[src/rtl/boot_pkg.sv]
// Shared types and frame constants for the instruction-memory boot loader.
package boot_pkg;

  typedef enum logic [2:0] {
    HDR0      = 3'd0,
    HDR1      = 3'd1,
    DATA      = 3'd2,
    CSUM      = 3'd3,
    RESET_REL = 3'd4,
    DONE      = 3'd5,
    ERR       = 3'd6
  } state_e;

  localparam int BYTES_PER_WORD = 4;
  localparam int CNT_BYTES      = 2;

endpackage

[src/rtl/byte_to_word_packer.sv]
// Big-endian 4-byte assembly register; strobes the finished word one cycle
// after its last byte is accepted.
module byte_to_word_packer
  import boot_pkg::*;
(
  input  logic        clock,
  input  logic        reset,
  input  logic        byte_valid_i,
  input  logic [7:0]  byte_i,
  output logic        last_byte_o,
  output logic        word_valid_o,
  output logic [31:0] word_o
);

  logic [1:0]  idx_q, idx_d;
  logic [31:0] word_q, word_d;
  logic        word_valid_q, word_valid_d;

  assign last_byte_o = (idx_q == 2'(BYTES_PER_WORD - 1));

  always_comb begin
    idx_d        = idx_q;
    word_d       = word_q;
    word_valid_d = 1'b0;
    if (byte_valid_i) begin
      word_d       = {word_q[23:0], byte_i};
      idx_d        = idx_q + 2'd1;
      word_valid_d = last_byte_o;
    end
  end

  always_ff @(posedge clock) begin
    if (reset) begin
      idx_q        <= '0;
      word_q       <= '0;
      word_valid_q <= 1'b0;
    end else begin
      idx_q        <= idx_d;
      word_q       <= word_d;
      word_valid_q <= word_valid_d;
    end
  end

  assign word_valid_o = word_valid_q;
  assign word_o       = word_q;

endmodule

[src/rtl/imem_boot_loader.sv]
// Byte-serial program loader: writes a framed image into instruction memory
// and holds the core in reset until the image checksum matches.
module imem_boot_loader
  import boot_pkg::*;
#(
  parameter int ADDR_W    = 10,
  parameter int BASE_WORD = 0
) (
  input  logic              clock,
  input  logic              reset,
  input  logic              rx_valid,
  input  logic [7:0]        rx_data,
  output logic              rx_ready,
  output logic              im_we,
  output logic [ADDR_W-1:0] im_addr,
  output logic [31:0]       im_wdata,
  output logic              cpu_reset,
  output logic              load_done,
  output logic              load_err
);

  localparam int          MAX_WORDS = 1 << ADDR_W;
  localparam logic [31:0] N_LIMIT   = 32'(MAX_WORDS - BASE_WORD);

  state_e             state_q, state_d;
  logic [7:0]         cnt_hi_q, cnt_hi_d;
  logic [ADDR_W:0]    n_q, n_d;
  logic [ADDR_W:0]    cnt_q, cnt_d;
  logic [7:0]         csum_q, csum_d;
  logic               rx_ready_q;

  logic                   xfer;
  logic [8*CNT_BYTES-1:0] n_w;
  logic                   last_byte;
  logic                   word_valid;
  logic [31:0]            word;

  assign xfer = rx_valid && rx_ready_q;
  assign n_w  = {cnt_hi_q, rx_data};

  byte_to_word_packer u_packer (
    .clock        (clock),
    .reset        (reset),
    .byte_valid_i (xfer && (state_q == DATA)),
    .byte_i       (rx_data),
    .last_byte_o  (last_byte),
    .word_valid_o (word_valid),
    .word_o       (word)
  );

  always_comb begin
    state_d  = state_q;
    cnt_hi_d = cnt_hi_q;
    n_d      = n_q;
    csum_d   = csum_q;
    cnt_d    = word_valid ? cnt_q + 1'b1 : cnt_q;
    case (state_q)
      HDR0: begin
        if (xfer) begin
          cnt_hi_d = rx_data;
          state_d  = HDR1;
        end
      end
      HDR1: begin
        if (xfer) begin
          if (n_w == '0) begin
            state_d = CSUM;
          end else if ({16'd0, n_w} > N_LIMIT) begin
            state_d = ERR;
          end else begin
            n_d     = (ADDR_W + 1)'(n_w);
            state_d = DATA;
          end
        end
      end
      DATA: begin
        if (xfer) begin
          csum_d = csum_q ^ rx_data;
          // Leave on the last byte so the checksum byte is never taken as data;
          // the final write strobe then lands in the first CSUM cycle.
          if (last_byte && (cnt_q == n_q - 1'b1)) state_d = CSUM;
        end
      end
      CSUM: begin
        if (xfer) state_d = (rx_data == csum_q) ? RESET_REL : ERR;
      end
      RESET_REL: state_d = DONE;
      DONE:      state_d = DONE;
      ERR:       state_d = ERR;
      default:   state_d = ERR;
    endcase
  end

  always_ff @(posedge clock) begin
    if (reset) begin
      state_q    <= HDR0;
      cnt_hi_q   <= '0;
      n_q        <= '0;
      cnt_q      <= '0;
      csum_q     <= '0;
      rx_ready_q <= 1'b0;
    end else begin
      state_q    <= state_d;
      cnt_hi_q   <= cnt_hi_d;
      n_q        <= n_d;
      cnt_q      <= cnt_d;
      csum_q     <= csum_d;
      rx_ready_q <= (state_d inside {HDR0, HDR1, DATA, CSUM});
    end
  end

  assign rx_ready  = rx_ready_q;
  assign im_we     = word_valid;
  assign im_wdata  = word;
  assign im_addr   = ADDR_W'(BASE_WORD) + cnt_q[ADDR_W-1:0];
  assign cpu_reset = (state_q != DONE);
  assign load_done = (state_q == RESET_REL) || (state_q == DONE);
  assign load_err  = (state_q == ERR);

endmodule

[config.mk]
export PLATFORM = sky130hd
export DESIGN_NAME = imem_boot_loader
export DESIGN_NICKNAME = d
export VERILOG_FILES = /design/src/rtl/boot_pkg.sv /design/src/rtl/byte_to_word_packer.sv /design/src/rtl/imem_boot_loader.sv
export SDC_FILE = /design/constraint.sdc
export NUM_CORES = 1
export LEC_CHECK = 0
export ABC_AREA = 0
export CORE_MARGIN = 2
export CORE_UTILIZATION = 49
export CTS_BUF_LIST = sky130_fd_sc_hd__clkbuf_8
export CTS_CLUSTER_SIZE = 8
export DETAILED_ROUTE_END_ITERATION = 7
export GPL_TIMING_DRIVEN = 0
export PLACE_DENSITY = 0.85
export SYNTH_ARGS = -nofsm -noshare
export SYNTH_HDL_FRONTEND = slang
export SYNTH_SLANG_ARGS = --single-unit
[constraint.sdc]
create_clock -name clock -period 1.95 [get_ports clock]
set_input_delay 0.195 -clock clock [delete_from_list [all_inputs] [get_ports clock]]
set_output_delay 0.195 -clock clock [all_outputs]
set_load 0.05 [all_outputs]
==> results of run 1 <==
metrics by stage:
stage	power, uW	std cells	area, um^2
2_1_floorplan	1800	404	3450
3_3_place_gp	1870	541	4120
3_5_place_dp	1880	541	4120
4_1_cts	3350	564	4520
5_1_grt	3470	566	4640
6_report	3380	566	4640
synth_stat cells (all sizes together), types with 4 or more instances:
cell type and n:
nor2 42, or4 7, and3 4, or3 4, buf 12, nor3 4
nand4 4, nor2b 4, nand2 76, a21oi 40, clkbuf 22, nor4 7
dfxtp 77, xor2 22, inv 6, xnor2 18, nand3 4, o21ai 4
mux2i 20
power by group through the flow:
stage	Combinational, uW	Clock, uW	Sequential [uW]
after floorplan	146	0	1650
after global placement	225	0	1640
after detailed placement	233	0	1650
after CTS	257	1480	1610
after global routing	309	1550	1610
final	287	1480	1610
logic make-up after synthesis:
group	synth area share, %
and+or+nand+nor	21.9
DFF	45.1
AOI/OAI and AO/OA	10.2
xor gates and xnor gates	10.3
buffers and inverters	5.57
muxes	5.86
adders and majority gates	1.10
tightest hold or removal path: stages (launching register included):
cell and delay (ns):
dfxtp_1 0.31, nand2_1 0.05, a21oi_1 0.05
flip-flops by register name, indices dropped and copies added, names as in the netlist, 2 cells and up:
| register | flops |
|---|---|
| n_q | 11 |
| u_packer.idx_q | 2 |
| state_q | 3 |
| u_packer.word_o | 32 |
| csum_q | 8 |
| cnt_hi_q | 8 |
| cnt_q | 11 |
timing repair:
action / in CTS / in global routing
pin swaps: 7 / 9
buffers inserted: 9 / 4
endpoints found under the setup margin: 25 / 41
resized for setup: 29 / 25
how the worst max path moves through the flow:
stage,endpoint,depth (start not counted),slack (ns),start
after floorplan,state_q[0],6,0.006,n_q[3]
after global placement,csum_q[3],7,-0.43,rx_valid
after detailed placement,csum_q[5],7,-0.44,rx_valid
after CTS,state_q[0],6,-0.12,n_q[1]
after global routing,state_q[0],8,-0.25,n_q[1]
final,state_q[0],8,-0.18,n_q[1]
layout make-up:
class	count	area share (%)
Timing Repair Buffer	70	14.6
Multi-Input combinational cell	287	40.1
Inverter	6	0.540
Tap cell	80	2.16
Buffer	31	3.72
Clock inverter	4	2.05
Clock buffer	11	3.27
Sequential cell	77	33.5
metal layers:
metal,global-route usage [%],vias up
met3,3.89,19
met5,0,-
met1,30.6,1490
met2,41.3,99
met4,11.9,0
li1,-,1519
==> flow_summary.ini, run 1 <==
[status]
status = finished, violations left
violations = setup timing

[floorplanning]
die_w_um = 87.5
num_rows = 30
coreArea_um2 = 6760
die_area_um2 = 7650
die_y_um = 87.5
io_pins = 58
initial_core_util_pct = 50.5

[power_and_ir_drop]
pwr-share-clk_pct = 43.8
ir_drop_v = 0.000399
power.density_nw_per_um2 = 729
p_switching_uw = 754
comb_power_share_pct = 8.5
p_seq_share_pct = 47.7
cellLeakagePower_uw = 0.00190
p_int_uw = 2630
sw_frac_of_total_pct = 22.3

[critical_path]
reg2reg_from = n_q[1]
cp-start-kind = flip-flop
path_buf_inv = 2
worstPathArrival_ns = 2.41
end_kind = flip-flop
reg2reg_slack_ns = -0.18
reg2reg_depth = 8
path_class = flip-flop to flip-flop
critPathTopFamily = simple AND/OR/NAND/NOR gates
path_cells = inv_4, ha_4, or3b_4, buf_8, or4_4, a211oi_4, o2111ai_2, o22ai_2
cp_max_fo = 7
rr_endpoint = state_q[0]
required_ns = 2.23
slowest_delay_ns = 0.43
crit_slowest_cell = or4_4

[yosys]
yosys_warnings = 0
synth_fp_nets = 418
synth_cells = 404
synth_cell_types = 41
synth_top_area_share_pct = 45.1
yosys.area.top_type = dfxtp_1
synth_edf_count = 0
ys_seq_elements = 77
synth-seq-area-share_pct = 45.1
synth_flop_cell = dfxtp_1
async_flop_share_pct = 0
synth.area.top_cells = dfxtp_1 45%, nand2_1 8.4%, a21oi_1 5.9%
netlist_area_um2 = 3410
postSynthAreaPerCell_um2 = 8.45

[global_routing]
grt_pass1_wl_mm = 14.7
antenna_found_initial = 0
grt_use_total_pct = 24.6
overflow = 0
grt_start_max_net_pins = 13
grt_pass1_vias = 3090

[route]
dr_wl_met3_um = 507
post-route-drc-count = 0
ant_nets = 0
wl_met2_mm = 4.59
wl_mm = 9.03
wire_per_inst_um = 16.0
via_per_inst = 5.52
wl_met1_mm = 3.71
highest_layer = met4
num_vias = 3127
drt-pass1-iter-count = 4
drtIter0Drc = 149

[sta]
skew_ns = 0.00729
finalHoldViolations = 0
min_period_over_period_pct = 109
period_minus_slack_ns = 2.13
hold_slack_ns = 0.456
finalSetupViolCount = 1
fmax_mhz = 470
drv_slew = 0
worstMarginPinSlew_ns = 0.588
rsz0062_at_grt = true
relSlewSlack_pct = 60.8
worst_slack_ns = -0.176
final.setup.tns_ns = -0.176

[clock_network]
cts_sinks = 77
clockBufferDepth = 2
clkTransAtPathRegs_ns = 0.08
cts_tree = yes
cts_buffers = 9
insertion_delay_ns = 0.35
cts_hold_buf = 0
clock-root-buffer = clkbuf_8
cts-htree-levels = 3

[final_layout]
fin_nets = 496
layout_commonest_cell = nand2_1
num_antenna_cells = 0
syn_to_final_growth_pct = 35.8
multi_input_area_um2 = 1860
seqCellArea_um2 = 1550
fillers = 525
drive_gt1_share_pct = 15.4
layout_common_cells = 76 x nand2_1, 71 x dfxtp_1, 48 x clkdlybuf4s50_1
finish.utilization_pct = 68.6

[min_path]
hp-class = flip-flop to flip-flop
hold_depth = 2
min_from = u_packer.word_o[28]
hold_end = u_packer.word_o[28]

[placement]
post-place-ws_ns = -0.444
port_buffers = 57
hpwl_mm = 5.96
gp_congestion = 0.854

[run]
cap_violations = 0
Note: power is estimated with default switching activity, not from simulation.
==> inputs of run 2 (changes only) <==
--- a/config.mk
+++ b/config.mk
@@ -13,6 +13,7 @@
 export DETAILED_ROUTE_END_ITERATION = 7
 export GPL_TIMING_DRIVEN = 0
 export PLACE_DENSITY = 0.85
+export SLEW_MARGIN = 20
 export SYNTH_ARGS = -nofsm -noshare
 export SYNTH_HDL_FRONTEND = slang
 export SYNTH_SLANG_ARGS = --single-unit
==> results of run 2 <==
The final DEF is identical to that of run 1; final timing and power are the same.
